`src/rtl/bcd_scan_driver.sv`:
```
// Time-multiplexed BCD seven-segment driver with frame-synchronous digit snapshot,
// leading-zero blanking and a per-slot ghost-suppression blank interval.
module bcd_scan_driver #(
   parameter int unsigned NUM_DIGITS   = 4,
   parameter int unsigned REFRESH_DIV  = 100000,
   parameter int unsigned BLANK_CYCLES = 1000,
   parameter int unsigned ACTIVE_LOW   = 1
) (
   input  logic                          clk,
   input  logic                          rst,
   input  logic [4*NUM_DIGITS-1:0]       digits_in,
   input  logic [NUM_DIGITS-1:0]         dp_in,
   input  logic                          en,
   input  logic                          lz_blank,
   output logic [NUM_DIGITS-1:0]         anode,
   output logic [6:0]                    seg,
   output logic                          dp,
   output logic [$clog2(NUM_DIGITS)-1:0] cur_dig,
   output logic                          frame_done
);

   localparam int unsigned IDX_W = $clog2(NUM_DIGITS);
   localparam int unsigned DIV_W = $clog2(REFRESH_DIV);

   localparam logic                  OFF       = (ACTIVE_LOW != 0) ? 1'b1 : 1'b0;
   localparam logic [6:0]            SEG_OFF   = {7{OFF}};
   localparam logic [NUM_DIGITS-1:0] ANODE_OFF = {NUM_DIGITS{OFF}};

   localparam logic [DIV_W-1:0] DIV_LAST = DIV_W'(REFRESH_DIV - 1);
   localparam logic [IDX_W-1:0] IDX_LAST = IDX_W'(NUM_DIGITS - 1);

   // Scan state
   logic [DIV_W-1:0] div_q, div_d;
   logic [IDX_W-1:0] idx_q, idx_d;

   // Frame-synchronous snapshot of the inputs
   logic [NUM_DIGITS-1:0][3:0] shadow_dig_q;
   logic [NUM_DIGITS-1:0]      shadow_dp_q;

   // Registered outputs
   logic [NUM_DIGITS-1:0] anode_q;
   logic [6:0]            seg_q;
   logic                  dp_q;
   logic [IDX_W-1:0]      cur_dig_q;
   logic                  frame_done_q;

   logic                  slot_last;
   logic                  frame_evt;
   logic                  slot_open;
   logic                  drive_on;
   logic [NUM_DIGITS-1:0] blank_mask;
   logic [NUM_DIGITS-1:0] anode_onehot;
   logic [3:0]            cur_code;
   logic [6:0]            seg_code;

   function automatic logic [6:0] bcd_decode(input logic [3:0] code);
      logic [6:0] s;
      case (code)
         4'd0:    s = 7'h3F;
         4'd1:    s = 7'h06;
         4'd2:    s = 7'h5B;
         4'd3:    s = 7'h4F;
         4'd4:    s = 7'h66;
         4'd5:    s = 7'h6D;
         4'd6:    s = 7'h7D;
         4'd7:    s = 7'h07;
         4'd8:    s = 7'h7F;
         4'd9:    s = 7'h6F;
         default: s = 7'h40;
      endcase
      return s;
   endfunction

   // Prescaler and digit index
   always_comb begin
      slot_last = (div_q == DIV_LAST);
      frame_evt = slot_last && (idx_q == IDX_LAST);
      div_d     = slot_last ? '0 : div_q + DIV_W'(1);
      idx_d     = idx_q;
      if (slot_last) begin
         idx_d = (idx_q == IDX_LAST) ? '0 : idx_q + IDX_W'(1);
      end
   end

   // The first BLANK_CYCLES of every slot keep all anodes dark to hide ghosting.
   if (BLANK_CYCLES == 0) begin : g_no_blank
      assign slot_open = 1'b1;
   end else begin : g_blank
      assign slot_open = (div_q >= DIV_W'(BLANK_CYCLES));
   end

   // A digit above position 0 is blanked when it and every higher digit are zero.
   always_comb begin
      logic zero_run;
      blank_mask = '0;
      zero_run   = lz_blank;
      for (int i = NUM_DIGITS - 1; i >= 1; i--) begin
         zero_run      = zero_run && (shadow_dig_q[i] == 4'd0);
         blank_mask[i] = zero_run;
      end
   end

   always_comb begin
      anode_onehot        = '0;
      anode_onehot[idx_q] = 1'b1;
      cur_code            = shadow_dig_q[idx_q];
      seg_code            = bcd_decode(cur_code);
      drive_on            = en && slot_open && !blank_mask[idx_q];
   end

   always_ff @(posedge clk) begin
      if (rst) begin
         div_q        <= '0;
         idx_q        <= '0;
         shadow_dig_q <= '0;
         shadow_dp_q  <= '0;
         anode_q      <= ANODE_OFF;
         seg_q        <= SEG_OFF;
         dp_q         <= OFF;
         cur_dig_q    <= '0;
         frame_done_q <= 1'b0;
      end else begin
         div_q        <= div_d;
         idx_q        <= idx_d;
         frame_done_q <= frame_evt;
         cur_dig_q    <= idx_q;
         if (frame_evt) begin
            shadow_dig_q <= digits_in;
            shadow_dp_q  <= dp_in;
         end
         if (drive_on) begin
            anode_q <= anode_onehot ^ ANODE_OFF;
            seg_q   <= seg_code ^ SEG_OFF;
            dp_q    <= shadow_dp_q[idx_q] ^ OFF;
         end else begin
            anode_q <= ANODE_OFF;
            seg_q   <= SEG_OFF;
            dp_q    <= OFF;
         end
      end
   end

   assign anode      = anode_q;
   assign seg        = seg_q;
   assign dp         = dp_q;
   assign cur_dig    = cur_dig_q;
   assign frame_done = frame_done_q;

endmodule

```
`config.mk`:
```
export PLATFORM = sky130hd
export DESIGN_NAME = bcd_scan_driver
export DESIGN_NICKNAME = d
export VERILOG_FILES = /design/src/rtl/bcd_scan_driver.sv
export SDC_FILE = /design/constraint.sdc
export NUM_CORES = 1
export LEC_CHECK = 0
export CORE_MARGIN = 10
export CORE_UTILIZATION = 45
export DETAILED_ROUTE_END_ITERATION = 10
export PLACE_DENSITY = 0.78
export SYNTH_ARGS = -nofsm -noshare
export SYNTH_HDL_FRONTEND = slang
export SYNTH_SLANG_ARGS = --single-unit
```
`constraint.sdc`:
```
create_clock -name clk -period 3.4 [get_ports clk]
set_input_delay 0.85 -clock clk [delete_from_list [all_inputs] [get_ports clk]]
set_output_delay 0.85 -clock clk [all_outputs]
set_load 0.01 [all_outputs]
```
==> After elaboration in Yosys (flattened, before gate mapping) <==
Memories as Yosys holds them, arrays and structs flattened.
Cells that the tools add are included.
Widths: inputs -> output; s select.
{ "classes": {"n_addsub": 2, "magnitude_cmp": 3, "n_eq_ne": 2, "muxes": 9, "n_bitwise": 4, "reduce_logical": 13} }
{ "op_table": {"columns": ["cell", "n"], "rows": [
  ["$add 17x1->17 const B", 1],
  ["$eq 17x17->1 const B", 1],
  ["$ge 17x10->1 const B", 1],
  ["$logic_not 4->1", 3],
  ["$bmux 4 s2", 1],
  ["$logic_and 1x1->1", 7],
  ["$not 7->7", 1],
  ["$bmux 1 s2", 2],
  ["$mux 4", 1],
  ["$not 4->4", 1],
  ["$reduce_or 2->1", 2],
  ["$lt 2x3->1 const B", 1],
  ["$mux 1", 3],
  ["$add 2x1->2 const B", 1],
  ["$demux 1 s2", 1],
  ["$eq 2x2->1 const B", 1],
  ["$ge 2x1->1 const B", 1],
  ["$mux 2", 1],
  ["$not 1->1", 2],
  ["$logic_not 1->1", 1]
]} }
{ "totals": {"register_bits": 54, "rom_bits": 112, "inputBits": 24, "elab_cells": 46, "memories": 1} }
{ "mem_list": {"columns": ["name", "words", "word_bits", "rd", "rd_ports_with_merged_regs", "write_ports", "line_no", "text"], "rows": [
  ["(name not given)", 16, 7, 1, 0, 0, "58", "case (code)"]
]} }

==> Logic depth before layout (Yosys ltp) <==
{ "logic_depth": {"word_depth": 10, "ltp_mapped": 7, "mapped_depth_nobuf": 6} }

==> Worst setup path after synthesis <==
Ideal clock, no wire load.
{ "synth_path": {"kind": "reg-to-reg", "from": "register idx_q[0]", "to": "register seg_q[0] (netlist: seg[0])", "t_arrival_ns": 1.701, "setup_slack_ns": 1.557, "path_stages_with_launch": 7, "n_path_buf": 1, "cell_sequence": "dfxtp_1 > buf_2 > mux4_2 > ha_1 > o21a_1 > o21ai_0 > nand3_1"} }
{ "synth_via": {"elab_chain_len": 6, "elab_cells_between_ends": 10} }
{ "synth_lines": {"columns": ["element", "line_no", "text"], "rows": [
  ["start, declared", "34", "logic [IDX_W-1:0] idx_q, idx_d;"],
  ["start signal, assigned", "124", "idx_q <= idx_d;"],
  ["parallel branches: the longest is 6 deep, another holds $mem_v2 16x7", null, null],
  ["end signal, assigned", "133", "seg_q <= seg_code ^ SEG_OFF;"],
  ["end, declared", "42", "logic [6:0] seg_q;"]
]} }
Several ways; the timed one is not identified. The select of a mux whose other input is x is not followed.
A chain may end at the register's enable or synchronous reset.

==> Final worst setup path <==
{ "layout_path": {"from": "register div_q[13]", "to": "register shadow_dig_q[4] (netlist bit)"} }
{ "layout_via": {"elab_chain_len": 2} }
{ "layout_lines": {"columns": ["element", "line_no", "text"], "rows": [
  ["start, declared", "33", "logic [DIV_W-1:0] div_q, div_d;"],
  ["start signal, assigned", "123", "div_q <= div_d;"],
  ["$eq 17x17->1", "76", "slot_last = (div_q == DIV_LAST);"],
  ["$logic_and 1x1->1", "77", "frame_evt = slot_last && (idx_q == IDX_LAST);"],
  ["end signal, assigned", "128", "shadow_dig_q <= digits_in;"],
  ["end, declared", "37", "logic [NUM_DIGITS-1:0][3:0] shadow_dig_q;"]
]} }
No other way between the ends.

==> flow_summary.ini <==
[setup_path]
crit_chain = or4_4, nor2_4, nand3_4, nor3b_4, a22o_2
required_ps = 3660
max_stage_delay_ps = 690
path_buf_inv = 0
path_max_fanout = 21
crit_type = reg2reg
slowest_stage = nor3b_4
end_kind = flip-flop
start_kind = flip-flop
cp.arrival_ps = 2420
cp_top_family = simple AND/OR/NAND/NOR gates

[grt]
grt_pass1_vias = 1731
grt_max_degree = 22
grt_pass1_wl_mm = 7.859
grt_antenna_before_repair = 0
grt_usage_pct = 11.23
grt_overflow = 0

[synthesis]
synth_cells = 220
synthMuxAreaShare_pct = 6.626
ys_warn_count = 0
synth_xor_area_share_pct = 6.184
synth_top_area_share_pct = 47.71
avgSynthCellArea_um2 = 10.30
synthTopCellsByArea = dfxtp_1 48%, ha_1 6.6%, a22o_1 6.2%
synth-compound-area-share_pct = 10.55
synth_cell_types = 36
synth_top_family_by_area = simple AND/OR/NAND/NOR gates
synth_seq_cells = 54
synth_area_um2 = 2266
synth_nets = 256
synth_fa_ha_area_share_pct = 6.626
synth_top_cell_by_area = dfxtp_1
synthSimpleGateAreaFrac_pct = 18.28
seq_area_frac_synth_pct = 47.71

[route]
drt-pass1-iter-count = 4
ant_nets = 0
wl_per_cell_um = 13.81
drc = 0
routed_wl_mm = 4.515
via_per_inst = 5.171
drtIter0Drc = 86
dr_total_vias = 1691

[power]
peakVddDrop_v = 0.0001637
leakage_uw = 0.001031
p_per_area_nw_per_um2 = 415.8

[timing]
skew_ps = 12.14
setup_viol = 0
max_freq_mhz = 461.7
hold_violations = 0
slew_headroom_pct = 47.04
finalMaxSlewViolations = 0
tns_ps = 0
fin_crit_sh_pct = 63.70
rsz0062_at_grt = false
worstMarginPinSlew_ps = 793.5
min_period_ps = 2166

[layout]
final-seq-area_um2 = 1081
multi_input_area_um2 = 1094
fillers = 441
fin_nets = 295
drive_above_1_share_pct = 8.846
antenna_cells = 0
fin_util_pct = 58.73
area_growth_pct = 24.85

[clocking]
hold_buffers = 0
postCtsSetupRepairBufs = 0
numCtsBuffers = 5
cts_htree_levels = 2
clk_latency_ps = 310
path_clk_slew_ps = 100
clkSinkCount = 54
cts-resized-gates = 0
clock_path_buffers = 2
root_buffer = clkbuf_8
tritoncts = yes

[placed_design]
port_buffers = 38
hpwl_mm = 3.302
routabilityCongestion = 0.7785

[floorplan]
die_w_um = 90.96
fp.coreArea_um2 = 4817
start_util_pct = 47.04
die_area_um2 = 8274
fp.dieH_um = 90.96
num_rows = 25
io_pins = 39

[min_path]
hold_class = reg2reg

[flow_run]
drv_cap = 0

[outcome]
status = finished clean
[stage by stage]
stage,std cells,hold WS (ps),instance area (um2),power (uW),setup slack (ps)
after detailed placement,319,467.0,2691,696.8,938.8
final,327,479.2,2829,1176,1234
after global placement,319,455.7,2691,696.1,966.4
after floorplan,220,441.5,2266,665.8,1557
after CTS,327,488.3,2829,1187,1239
after global routing,327,521.8,2829,1215,1104
[registers in the layout (all words and copies together) (netlist names)]
register      cells
shadow_dp_q       4
cur_dig           2
idx_q             2
anode             4
div_q            17
dp                1
frame_done        1
seg               7
shadow_dig_q     16
[layout by cell type, fill, tap and decap left out, types with 6 or more instances in the layout]
master / count
a22o_1: 16
inv_1: 10
clkdlybuf4s50_1: 38
nand2_1: 17
mux2i_1: 6
nor2_1: 25
xnor2_1: 13
dfxtp_1: 54
ha_1: 12
nand3_1: 13
[cell type report]
type,instances,area share [%]
tap,67,2.963
clock buffer,5,2.433
timing repair buffer,40,13.98
inverter,10,1.327
multi-input combinational,148,38.66
clock inverter,3,2.433
sequential,54,38.21
[per-layer routing]
| metal | up-vias | share of wire, % | GRT usage, % | wire (um) |
|---|---|---|---|---|
| li1 | 844 | - | - | - |
| met1 | 791 | 43 | 12.42 | 1959 |
| met2 | 49 | 47 | 18.97 | 2131 |
| met3 | 7 | 7.4 | 3.704 | 336 |
| met4 | 0 | 1.9 | 5.483 | 87 |
| met5 | - | 0 | 0 | 0 |
[final timing paths]
path / start / endpoint / slack, ps / cells past startpoint
worst min register to register: div_q[0]$_SDFF_PP0_ / div_q[0]$_SDFF_PP0_ / 480 / 1
worst max-delay path: div_q[13]$_SDFF_PP0_ / shadow_dig_q[4]$_SDFFE_PP0P_ / 1230 / 5
worst max register to register: div_q[13]$_SDFF_PP0_ / shadow_dig_q[4]$_SDFFE_PP0P_ / 1230 / 5
worst min-delay path: div_q[0]$_SDFF_PP0_ / div_q[0]$_SDFF_PP0_ / 480 / 1
[logic make-up (layout without fill, tap and decap cells)]
family                   Yosys count  after routing
adder cells (fa/ha/maj)           12             12
multiplexers                      11             11
AND/OR/NAND/NOR                   80             80
buffers and inverters             18             58
XOR/XNOR                          16             16
AO/OA/AOI/OAI                     29             29
flip-flops                        54             54
[where the power goes]
part / total [uW] / switching [uW] / leakage [uW] / internal [uW]
Clock: 495 / 200 / 0.0000683 / 295
Sequential: 638 / 3.27 / 0.000436 / 635
Combinational: 43.4 / 15.8 / 0.000526 / 27.6
[cells in the mapped netlist]
cell type	count
a21o_1	1
a21oi_1	1
a22o_1	16
a22o_2	4
a41oi_1	1
and2_1	1
and3_1	3
buf_2	4
buf_4	1
buf_6	2
clkbuf_1	1
dfxtp_1	54
ha_1	12
inv_1	10
mux2_2	2
mux2i_1	6
mux4_2	3
nand2_1	17
nand2b_1	1
nand3_1	13
nand3_4	1
nand4_1	3
nand4b_1	1
nor2_1	25
nor2_4	1
nor3_1	5
nor3b_1	1
nor3b_4	1
nor4_1	5
nor4bb_1	1
o211ai_1	2
o21a_1	1
o21ai_0	3
or4_4	1
xnor2_1	13
xor2_1	3
(Power assumes the default switching activity.)
